File: src/rtl/dbg_uart_host.sv
// dbg_uart_host: host-side initiator for the debugger UART link.
// Sends one command byte (plus four parameter bytes, LSB first, when
// cmd[7] is set) as 8N1 frames on txd, then collects a four-byte
// little-endian result from rxd. A single clock drives everything. One
// bit timer is shared by the serialiser and the deserialiser because the
// two never run at the same time.
// CLK_DIV must be even and at least 4 so the mid-bit sample point exists.
//
// Request handshake: req_ready is high only in IDLE. A request transfers on
// any rising clk edge where req_valid && req_ready. req_cmd and req_param
// are captured on that edge, so they may change afterwards. The result is
// reported by a single-cycle resp_valid pulse with no back-pressure.
// resp_data, resp_timeout and resp_error hold until the next pulse.
module dbg_uart_host #(
  parameter int CLK_DIV = 16,
  parameter int TIMEOUT = 65535
) (
  input  logic        clk,
  input  logic        rst_n,
  input  logic        req_valid,
  output logic        req_ready,
  input  logic [7:0]  req_cmd,
  input  logic [31:0] req_param,
  output logic        resp_valid,
  output logic [31:0] resp_data,
  output logic        resp_timeout,
  output logic        resp_error,
  output logic        busy,
  output logic        txd,
  input  logic        rxd
);

  localparam int            CW        = $clog2(CLK_DIV);
  localparam logic [CW-1:0] BIT_LAST  = CW'(CLK_DIV - 1);
  localparam logic [CW-1:0] HALF_LAST = CW'(CLK_DIV / 2 - 1);
  localparam logic [31:0]   TO_LAST   = 32'(TIMEOUT - 1);

  typedef enum logic [3:0] {
    S_IDLE    = 4'd0,
    S_TX_CMD  = 4'd1,
    S_TX_P0   = 4'd2,
    S_TX_P1   = 4'd3,
    S_TX_P2   = 4'd4,
    S_TX_P3   = 4'd5,
    S_RX_WAIT = 4'd6,
    S_RX_BYTE = 4'd7,
    S_DONE    = 4'd8
  } state_t;

  state_t state_q, state_d;

  // Captured request.
  logic [7:0]    cmd_q;
  logic [31:0]   param_q;

  // Shared bit timer: cycle within the bit, and bit index within the frame
  // (0 = start, 1..8 = data LSB first, 9 = stop).
  logic [CW-1:0] bit_cnt;
  logic [3:0]    bit_idx;

  // Receive side.
  logic          rx_s1, rx_s2;
  logic [7:0]    rx_shift;
  logic [31:0]   rx_word;
  logic [1:0]    rx_byte_idx;
  logic [31:0]   to_cnt;
  logic          to_flag;
  logic          err_flag;

  // Values reported by the most recent completed transaction.
  logic [31:0]   resp_q;
  logic          to_q;
  logic          err_q;

  // Decoded helpers.
  logic          tx_state;
  logic          bit_end;
  logic          rx_sample;
  logic          rx_sync;
  logic [7:0]    tx_byte;
  logic          tx_bit;

  assign rx_sync   = rx_s2;
  assign tx_state  = (state_q == S_TX_CMD) || (state_q == S_TX_P0) ||
                     (state_q == S_TX_P1)  || (state_q == S_TX_P2) ||
                     (state_q == S_TX_P3);
  assign bit_end   = (bit_cnt == BIT_LAST);
  // The start bit is checked half a bit in, every later bit one full bit on,
  // which places data and stop samples at the middle of each bit.
  assign rx_sample = (bit_idx == 4'd0) ? (bit_cnt == HALF_LAST) : bit_end;

  // Select the byte being serialised and the line level for the current bit.
  always_comb begin
    tx_byte = cmd_q;
    case (state_q)
      S_TX_P0: tx_byte = param_q[7:0];
      S_TX_P1: tx_byte = param_q[15:8];
      S_TX_P2: tx_byte = param_q[23:16];
      S_TX_P3: tx_byte = param_q[31:24];
      default: tx_byte = cmd_q;
    endcase
    tx_bit = 1'b1;
    if (bit_idx == 4'd0) begin
      tx_bit = 1'b0;
    end else if (bit_idx <= 4'd8) begin
      tx_bit = tx_byte[3'(bit_idx - 4'd1)];
    end
  end

  // State register.
  always_ff @(posedge clk) begin
    if (!rst_n) begin
      state_q <= S_IDLE;
    end else begin
      state_q <= state_d;
    end
  end

  // Next-state logic.
  always_comb begin
    state_d = state_q;
    case (state_q)
      S_IDLE: begin
        if (req_valid) state_d = S_TX_CMD;
      end
      S_TX_CMD: begin
        if (bit_end && bit_idx == 4'd9) state_d = cmd_q[7] ? S_TX_P0 : S_RX_WAIT;
      end
      S_TX_P0: begin
        if (bit_end && bit_idx == 4'd9) state_d = S_TX_P1;
      end
      S_TX_P1: begin
        if (bit_end && bit_idx == 4'd9) state_d = S_TX_P2;
      end
      S_TX_P2: begin
        if (bit_end && bit_idx == 4'd9) state_d = S_TX_P3;
      end
      S_TX_P3: begin
        if (bit_end && bit_idx == 4'd9) state_d = S_RX_WAIT;
      end
      S_RX_WAIT: begin
        // A start bit wins over a timeout expiring in the same cycle.
        if (!rx_sync) begin
          state_d = S_RX_BYTE;
        end else if (to_cnt == TO_LAST) begin
          state_d = S_DONE;
        end
      end
      S_RX_BYTE: begin
        if (rx_sample) begin
          if (bit_idx == 4'd0 && rx_sync) begin
            state_d = S_RX_WAIT;
          end else if (bit_idx == 4'd9) begin
            state_d = (rx_byte_idx == 2'd3) ? S_DONE : S_RX_WAIT;
          end
        end
      end
      S_DONE: begin
        state_d = S_IDLE;
      end
      default: state_d = S_IDLE;
    endcase
  end

  // Output decode from the current state and the held result registers.
  always_comb begin
    req_ready    = (state_q == S_IDLE);
    busy         = (state_q != S_IDLE);
    resp_valid   = (state_q == S_DONE);
    txd          = tx_state ? tx_bit : 1'b1;
    resp_data    = (state_q == S_DONE) ? rx_word  : resp_q;
    resp_timeout = (state_q == S_DONE) ? to_flag  : to_q;
    resp_error   = (state_q == S_DONE) ? err_flag : err_q;
  end

  // Two-flop synchroniser for the asynchronous serial input; idles high.
  always_ff @(posedge clk) begin
    if (!rst_n) begin
      rx_s1 <= 1'b1;
      rx_s2 <= 1'b1;
    end else begin
      rx_s1 <= rxd;
      rx_s2 <= rx_s1;
    end
  end

  // Datapath: request capture, bit timing, byte assembly, timeout, results.
  always_ff @(posedge clk) begin
    if (!rst_n) begin
      cmd_q       <= 8'd0;
      param_q     <= 32'd0;
      bit_cnt     <= '0;
      bit_idx     <= 4'd0;
      rx_shift    <= 8'd0;
      rx_word     <= 32'd0;
      rx_byte_idx <= 2'd0;
      to_cnt      <= 32'd0;
      to_flag     <= 1'b0;
      err_flag    <= 1'b0;
      resp_q      <= 32'd0;
      to_q        <= 1'b0;
      err_q       <= 1'b0;
    end else begin
      case (state_q)
        S_IDLE: begin
          if (req_valid) begin
            cmd_q       <= req_cmd;
            param_q     <= req_param;
            bit_cnt     <= '0;
            bit_idx     <= 4'd0;
            rx_word     <= 32'd0;
            rx_byte_idx <= 2'd0;
            to_cnt      <= 32'd0;
            to_flag     <= 1'b0;
            err_flag    <= 1'b0;
          end
        end
        S_TX_CMD, S_TX_P0, S_TX_P1, S_TX_P2, S_TX_P3: begin
          if (bit_end) begin
            bit_cnt <= '0;
            bit_idx <= (bit_idx == 4'd9) ? 4'd0 : bit_idx + 4'd1;
          end else begin
            bit_cnt <= bit_cnt + 1'b1;
          end
        end
        S_RX_WAIT: begin
          to_cnt  <= to_cnt + 32'd1;
          bit_cnt <= '0;
          bit_idx <= 4'd0;
          if (rx_sync && to_cnt == TO_LAST) to_flag <= 1'b1;
        end
        S_RX_BYTE: begin
          if (rx_sample) begin
            bit_cnt <= '0;
            if (bit_idx == 4'd0) begin
              // A high line here is a false start; RX_WAIT re-arms the timer.
              if (!rx_sync) bit_idx <= 4'd1;
            end else if (bit_idx <= 4'd8) begin
              rx_shift <= {rx_sync, rx_shift[7:1]};
              bit_idx  <= bit_idx + 4'd1;
            end else begin
              // Stop bit: a low sample is remembered but the byte is kept.
              if (!rx_sync) err_flag <= 1'b1;
              case (rx_byte_idx)
                2'd0:    rx_word[7:0]   <= rx_shift;
                2'd1:    rx_word[15:8]  <= rx_shift;
                2'd2:    rx_word[23:16] <= rx_shift;
                default: rx_word[31:24] <= rx_shift;
              endcase
              rx_byte_idx <= rx_byte_idx + 2'd1;
              to_cnt      <= 32'd0;
              bit_idx     <= 4'd0;
            end
          end else begin
            bit_cnt <= bit_cnt + 1'b1;
          end
        end
        S_DONE: begin
          resp_q <= rx_word;
          to_q   <= to_flag;
          err_q  <= err_flag;
        end
        default: begin
          bit_cnt <= '0;
        end
      endcase
    end
  end

endmodule

File: config.mk
export PLATFORM = sky130hd
export DESIGN_NAME = dbg_uart_host
export DESIGN_NICKNAME = d
export VERILOG_FILES = /design/src/rtl/dbg_uart_host.sv
export SDC_FILE = /design/constraint.sdc
export NUM_CORES = 1
export LEC_CHECK = 0
export CORE_UTILIZATION = 35
export CTS_CLUSTER_DIAMETER = 120
export DETAILED_ROUTE_END_ITERATION = 10
export GPL_TIMING_DRIVEN = 0
export HOLD_SLACK_MARGIN = 0.05
export PLACE_DENSITY = 0.51
export SYNTH_ARGS = -nofsm -noshare
export SYNTH_HDL_FRONTEND = slang
export SYNTH_SLANG_ARGS = --single-unit
File: constraint.sdc
create_clock -name clk -period 4.3 [get_ports clk]
set_input_delay 0.86 -clock clk [delete_from_list [all_inputs] [get_ports clk]]
set_output_delay 0.86 -clock clk [all_outputs]
set_load 0.01 [all_outputs]
Word level (Yosys, flattened, before mapping)
Index checks and enable logic that the tools add are counted.
{"block": "classes", "n_shift": 0, "n_div": 0, "reduce_logical": 30, "n_addsub": 5, "n_eq_ne": 34, "n_lt_le_gt_ge": 2, "n_mul": 0, "muxes": 61, "n_bitwise": 2}
{"operator": "$mux 32", "n": 8}
{"operator": "$pmux 32 s3", "n": 1}
{"operator": "$mux 4", "n": 21}
{"operator": "$pmux 32 s2", "n": 1}
{"operator": "$add 32x1->32 const B", "n": 1}
{"operator": "$eq 32x16->1 const B", "n": 1}
{"operator": "$mux 8", "n": 4}
{"operator": "$pmux 4 s4", "n": 2}
{"operator": "$pmux 4 s8", "n": 1}
{"operator": "$pmux 8 s4", "n": 1}
{"operator": "$reduce_and 6->1", "n": 5}
{"operator": "$eq 4x3->1 const B", "n": 5}
{"operator": "$ne 2x1->1 const B", "n": 8}
{"operator": "$ne 2x2->1 const B", "n": 8}
{"operator": "$reduce_and 5->1", "n": 3}
{"operator": "$mux 1", "n": 13}
{"operator": "$eq 4x4->1 const B", "n": 3}
{"operator": "$ne 3x3->1 const B", "n": 3}
{"operator": "$reduce_and 9->1", "n": 1}
{"operator": "$add 4x1->4 const B", "n": 2}
{"operator": "$eq 4x2->1 const B", "n": 2}
{"operator": "$logic_not 4->1", "n": 2}
{"operator": "$mux 2", "n": 4}
{"operator": "$reduce_bool 4->1", "n": 2}
{"operator": "other kinds (22)", "n": 32}
{"block": "totals", "word_cells": 153, "latchBits": 0, "register_bits": 164, "rom_bits": 0, "mem_bits_rw": 0, "n_memories": 0, "in_bits": 44}

Depth between registers and ports, before layout
{"block": "logic_depth", "word_depth": 7, "depth_mapped": 9}

Least setup slack after synthesis
No wires, ideal clock.
{"block": "synth_path", "path_kind": "flip-flop to output port", "from": "register state_q[1]", "to": "output port txd", "required_time_ns": 3.440, "t_arrival_ns": 1.969, "setup_slack_ns": 1.471, "path_stages_with_launch": 8, "n_path_buf": 2, "cell_sequence": "dfxtp_1 -> buf_2 -> buf_1 -> nor2b_1 -> a22oi_1 -> o221a_2 -> o311a_1 -> o22ai_1"}
{"block": "synth_via", "elab_chain_cells": 7}
{"element": "start, declared", "line": "50", "text": "state_t state_q, state_d;"}
{"element": "start signal, assigned", "line": "115", "text": "state_q <= state_d;"}
{"element": "$eq 4x3->1, or another cell as far along", "line": "86, 95"}
{"element": "$pmux 8 s4", "line": "95", "text": "case (state_q)"}
{"element": "$bmux 1 s3", "line": "106", "text": "tx_bit = tx_byte[3'(bit_idx - 4'd1)];"}
{"element": "$mux 1 (implied by the code)", "line": "106"}
{"element": "$mux 1", "line": "105", "text": "end else if (bit_idx <= 4'd8) begin"}
{"element": "$mux 1", "line": "103", "text": "if (bit_idx == 4'd0) begin"}
{"element": "$mux 1 *", "line": "170", "text": "txd = tx_state ? tx_bit : 1'b1;"}
{"element": "end, declared", "line": "29", "text": "output logic txd,"}
Every way passes the cells marked *; elsewhere a longest branch is shown, timed or not. The select of a mux whose other input is x is not followed.

Worst setup path after layout
{"block": "layout_path", "from": "register bit_idx[0]", "to": "output port txd"}
{"block": "layout_via", "elab_chain_cells": 6}
{"element": "start, declared", "line": "59", "text": "logic [3:0] bit_idx;"}
{"element": "start signal, assigned", "line": "221", "text": "bit_idx <= (bit_idx == 4'd9) ? 4'd0 : bit_idx + 4'd1;"}
{"element": "start signal, assigned", "line": "240", "text": "bit_idx <= bit_idx + 4'd1;"}
{"element": "$sub 3x1->3", "line": "106"}
{"element": "$bmux 1 s3", "line": "106"}
{"element": "$mux 1 (implied by the code)", "line": "106"}
{"element": "$mux 1", "line": "105"}
{"element": "$mux 1 *", "line": "103"}
{"element": "$mux 1 *", "line": "170"}
Marks and branches as above.

==> summary.txt <==
STA
  – Final setup TNS: 0 ns
  – Slew @ Worst Pin: 0.823 ns
  – Slew HR: 43.7%
  – Final hold slack: 0.414 ns
  – Setup Skew: 0.0202 ns
  – Slew Limit Fails: 0
  – Endpoints failing setup: 0
  – Final Hold Fails: 0
  – Period minus WS final: between 4 and 5 ns
  – FMAX: 241 MHz
  – Tcrit/Tclk final: 96.4%
  – RSZ-0062 raised after global routing: no

Pwr
  – Peak supply drop: 0.000219 V
  – Leakage: 0.00347 uW
  – Tot Pwr: 4760 uW
  – Pwr/cell area: 504 nW/um2

Logic synthesis
  – Ys flop type: dfxtp_1
  – Top cell type's share of synthesized area: 42.7%
  – Yosys reg bits: approximately 160
  – Syn avg cell area: 9.11 um2
  – Yosys warning count: 0
  – Post-Syn Nets: between 800 and 900
  – Synth async-reset ratio: 0%
  – Mapped Cells: 843
  – Post-synthesis cell area: 7680 um2
  – Synth area leader: dfxtp_1
  – Synth cell types: 66
  – Top cells by area, synth: dfxtp_1 (43%), mux2i_1 (6.6%), nand2_1 (5.3%), a21boi_0 (4.1%), and2_1 (3.9%)
  – Post-synth EDFFs: 0
  – Seq/Total Area, Yosys: 42.7%

Finish
  – N_diodes: 0
  – Layout cells sized above 1: 9.43%
  – Nets: between 900 and 1000
  – Layout overhead on the synthesized area: 23.1%
  – Post-Layout Cell Count: 1229

Die
  – Die W: ~150 um
  – Initial core utilization: 36.1%
  – I/O Pins: 82
  – Die Y: between 150 and 200 um
  – Die area: 22500 um2
  – Core area: 21300 um2
  – Row cnt: 53

Routing
  – Post-route ant nets: 0
  – Vias post-DR: 6185
  – Vias per inst: 5.03
  – Routed WL: 19800 um
  – Avg WL per Cell: 16.1 um
  – DR DRC count: 0
  – 1st-pass router iterations: 5
  – Iteration-0 DRC count of the detailed router: 377

Global route
  – Overflow after GRT: 0
  – Gr usage total: 18.6%
  – Initial antenna violation count: 0
  – Global-route wire length before repair: 32200 um
  – Pin count of the biggest net entering global routing: 20
  – Vias in the first global route: 6079

Placement
  – Port bufs: 80
  – Routability congestion estimate: 0.820
  – Cells after DPL: 1198
  – Dpl hpwl: 14100 um

Critical path
  – Worst path required time: 3.44 ns
  – Critical path class: flop to primary output
  – Crit path DAT: 3.29 ns
  – R2R cell count: 8
  – Crit path max fanout: 9
  – CP Capture Type: primary output
  – CP Launch Type: flop

CTS
  – H-tree depth: 4
  – CTS Buf Count: 17
  – Setup bufs post-CTS: 0
  – Clock Latency Late Sink: 0.44 ns
  – CTS tree: built
  – Clk sinks: 164
  – Clock transition at path regs: 0.07 ns
  – CTS Root Cell: clkbuf_16
  – Longest Clk Path Bufs: 2

Min path
  – Hold Path Class: flop to flop
  – Hold path depth: 1

Outcome
  – Status: complete, no violations

Run
  – # Max-Cap Violations: 0
## placed cells by master (no fill, tap or decap), types with 11 or more instances in the layout
master           count
a21boi_0            42
a21oi_1             36
and2_1              48
buf_2               13
clkbuf_1            35
clkbuf_16           17
clkdlybuf4s50_1     80
dfxtp_1            164
inv_1               13
mux2_1              12
mux2_2              24
mux2i_1             51
nand2_1            109
nand3_1             26
nand4_1             15
nor2_1              31
nor2b_1             46
o21ai_0             18
o31ai_1             11
or3_1               13
## synthesized netlist by cell type (6+ instances only)
cell / number
ha_1: 10
mux2i_1: 51
o31ai_1: 11
mux2_1: 12
a21boi_0: 42
or4_1: 10
nor2b_1: 47
nor2_1: 31
mux2_2: 24
nand2_1: 109
or3_1: 13
a22oi_1: 8
clkbuf_1: 35
inv_1: 13
buf_2: 13
nand2b_1: 8
and3_1: 6
nand3_1: 26
nand4_1: 15
dfxtp_1: 164
o21ai_0: 18
a21oi_1: 36
o22ai_1: 6
and2_1: 48
nor3_1: 8
xor2_1: 9
## final timing paths
kind / from / to / slack, ns
max: bit_idx[0]$_SDFFE_PN0P_ / txd / 0.15
min: rx_s1$_SDFF_PN1_ / rx_s2$_SDFF_PN1_ / 0.41
max reg2reg: bit_idx[0]$_SDFFE_PN0P_ / to_cnt[28]$_SDFFE_PN0P_ / 1.00
min reg2reg: rx_s1$_SDFF_PN1_ / rx_s2$_SDFF_PN1_ / 0.41
## flip-flops by register name, summed over array words and instances (netlist names)
signal and flops:
rx_s1 1, param_q 32, err_flag 1, to_q 1, bit_cnt 4, resp_q 32
rx_shift 8, to_flag 1, rx_word 32, cmd_q 8, err_q 1, rx_s2 1
to_cnt 32, rx_byte_idx 2, bit_idx 4, state_q 4
## critical path: stages, from the launching register on
cell and delay [ns]:
dfxtp_1 0.50, clkinv_1 0.33, ha_1 0.40, nand2b_1 0.23, and2_1 0.19, a2111oi_0 0.37
a211oi_1 0.10, o22ai_1 0.17, clkdlybuf4s50_1 0.57
## per-layer routing
layer | global-route usage, % | routed length, um | vias to the layer above | part of all wire [%]
li1 | - | - | 3157 | -
met1 | 26.1 | 10100 | 2872 | 51
met2 | 28.7 | 8590 | 142 | 43
met3 | 3.48 | 869 | 14 | 4.4
met4 | 5.71 | 213 | 0 | 1.1
met5 | 0 | 0 | - | 0
## cell type report
cell class	count	area, um2
sequential	164	3280
timing repair buffer	80	801
fill	2117	11800
clock inverter	15	203
inverter	16	60.1
buffer	52	226
multi-input combinational	610	4110
clock buffer	17	425
tap	275	344
## kinds of logic (layout without fill, tap and decap cells)
kind of cell,after synthesis,after routing,share of synthesized area [%]
simple gates,344,344,23.7
buf+inv,69,180,3.78
xor+xnor,12,12,1.37
mux,88,88,12.1
fa+ha+maj,10,10,1.63
compound gates,156,156,14.7
flops,164,164,42.7
## power breakdown
group	leakage (uW)	switching, uW	internal, uW	total (uW)
clock network	0.000306	752	850	1600
logic	0.00184	870	577	1450
registers	0.00133	81.0	1630	1710
total	0.00347	1700	3060	4760
## what timing repair did
item,in CTS,in global routing
gates resized for setup,0,1
endpoints found under the setup margin,0,1
hold buffers,0,0
## stage by stage
stage	util (%)	setup slack, ns	area, um2
floorplan	-	1.47	7680
global placement	41.5	0.485	8830
detailed placement	41.5	0.498	8830
CTS	44.4	0.0112	9460
global route	44.4	0.0143	9460
finish	44.4	0.154	9460
(Power assumes the default switching activity.)
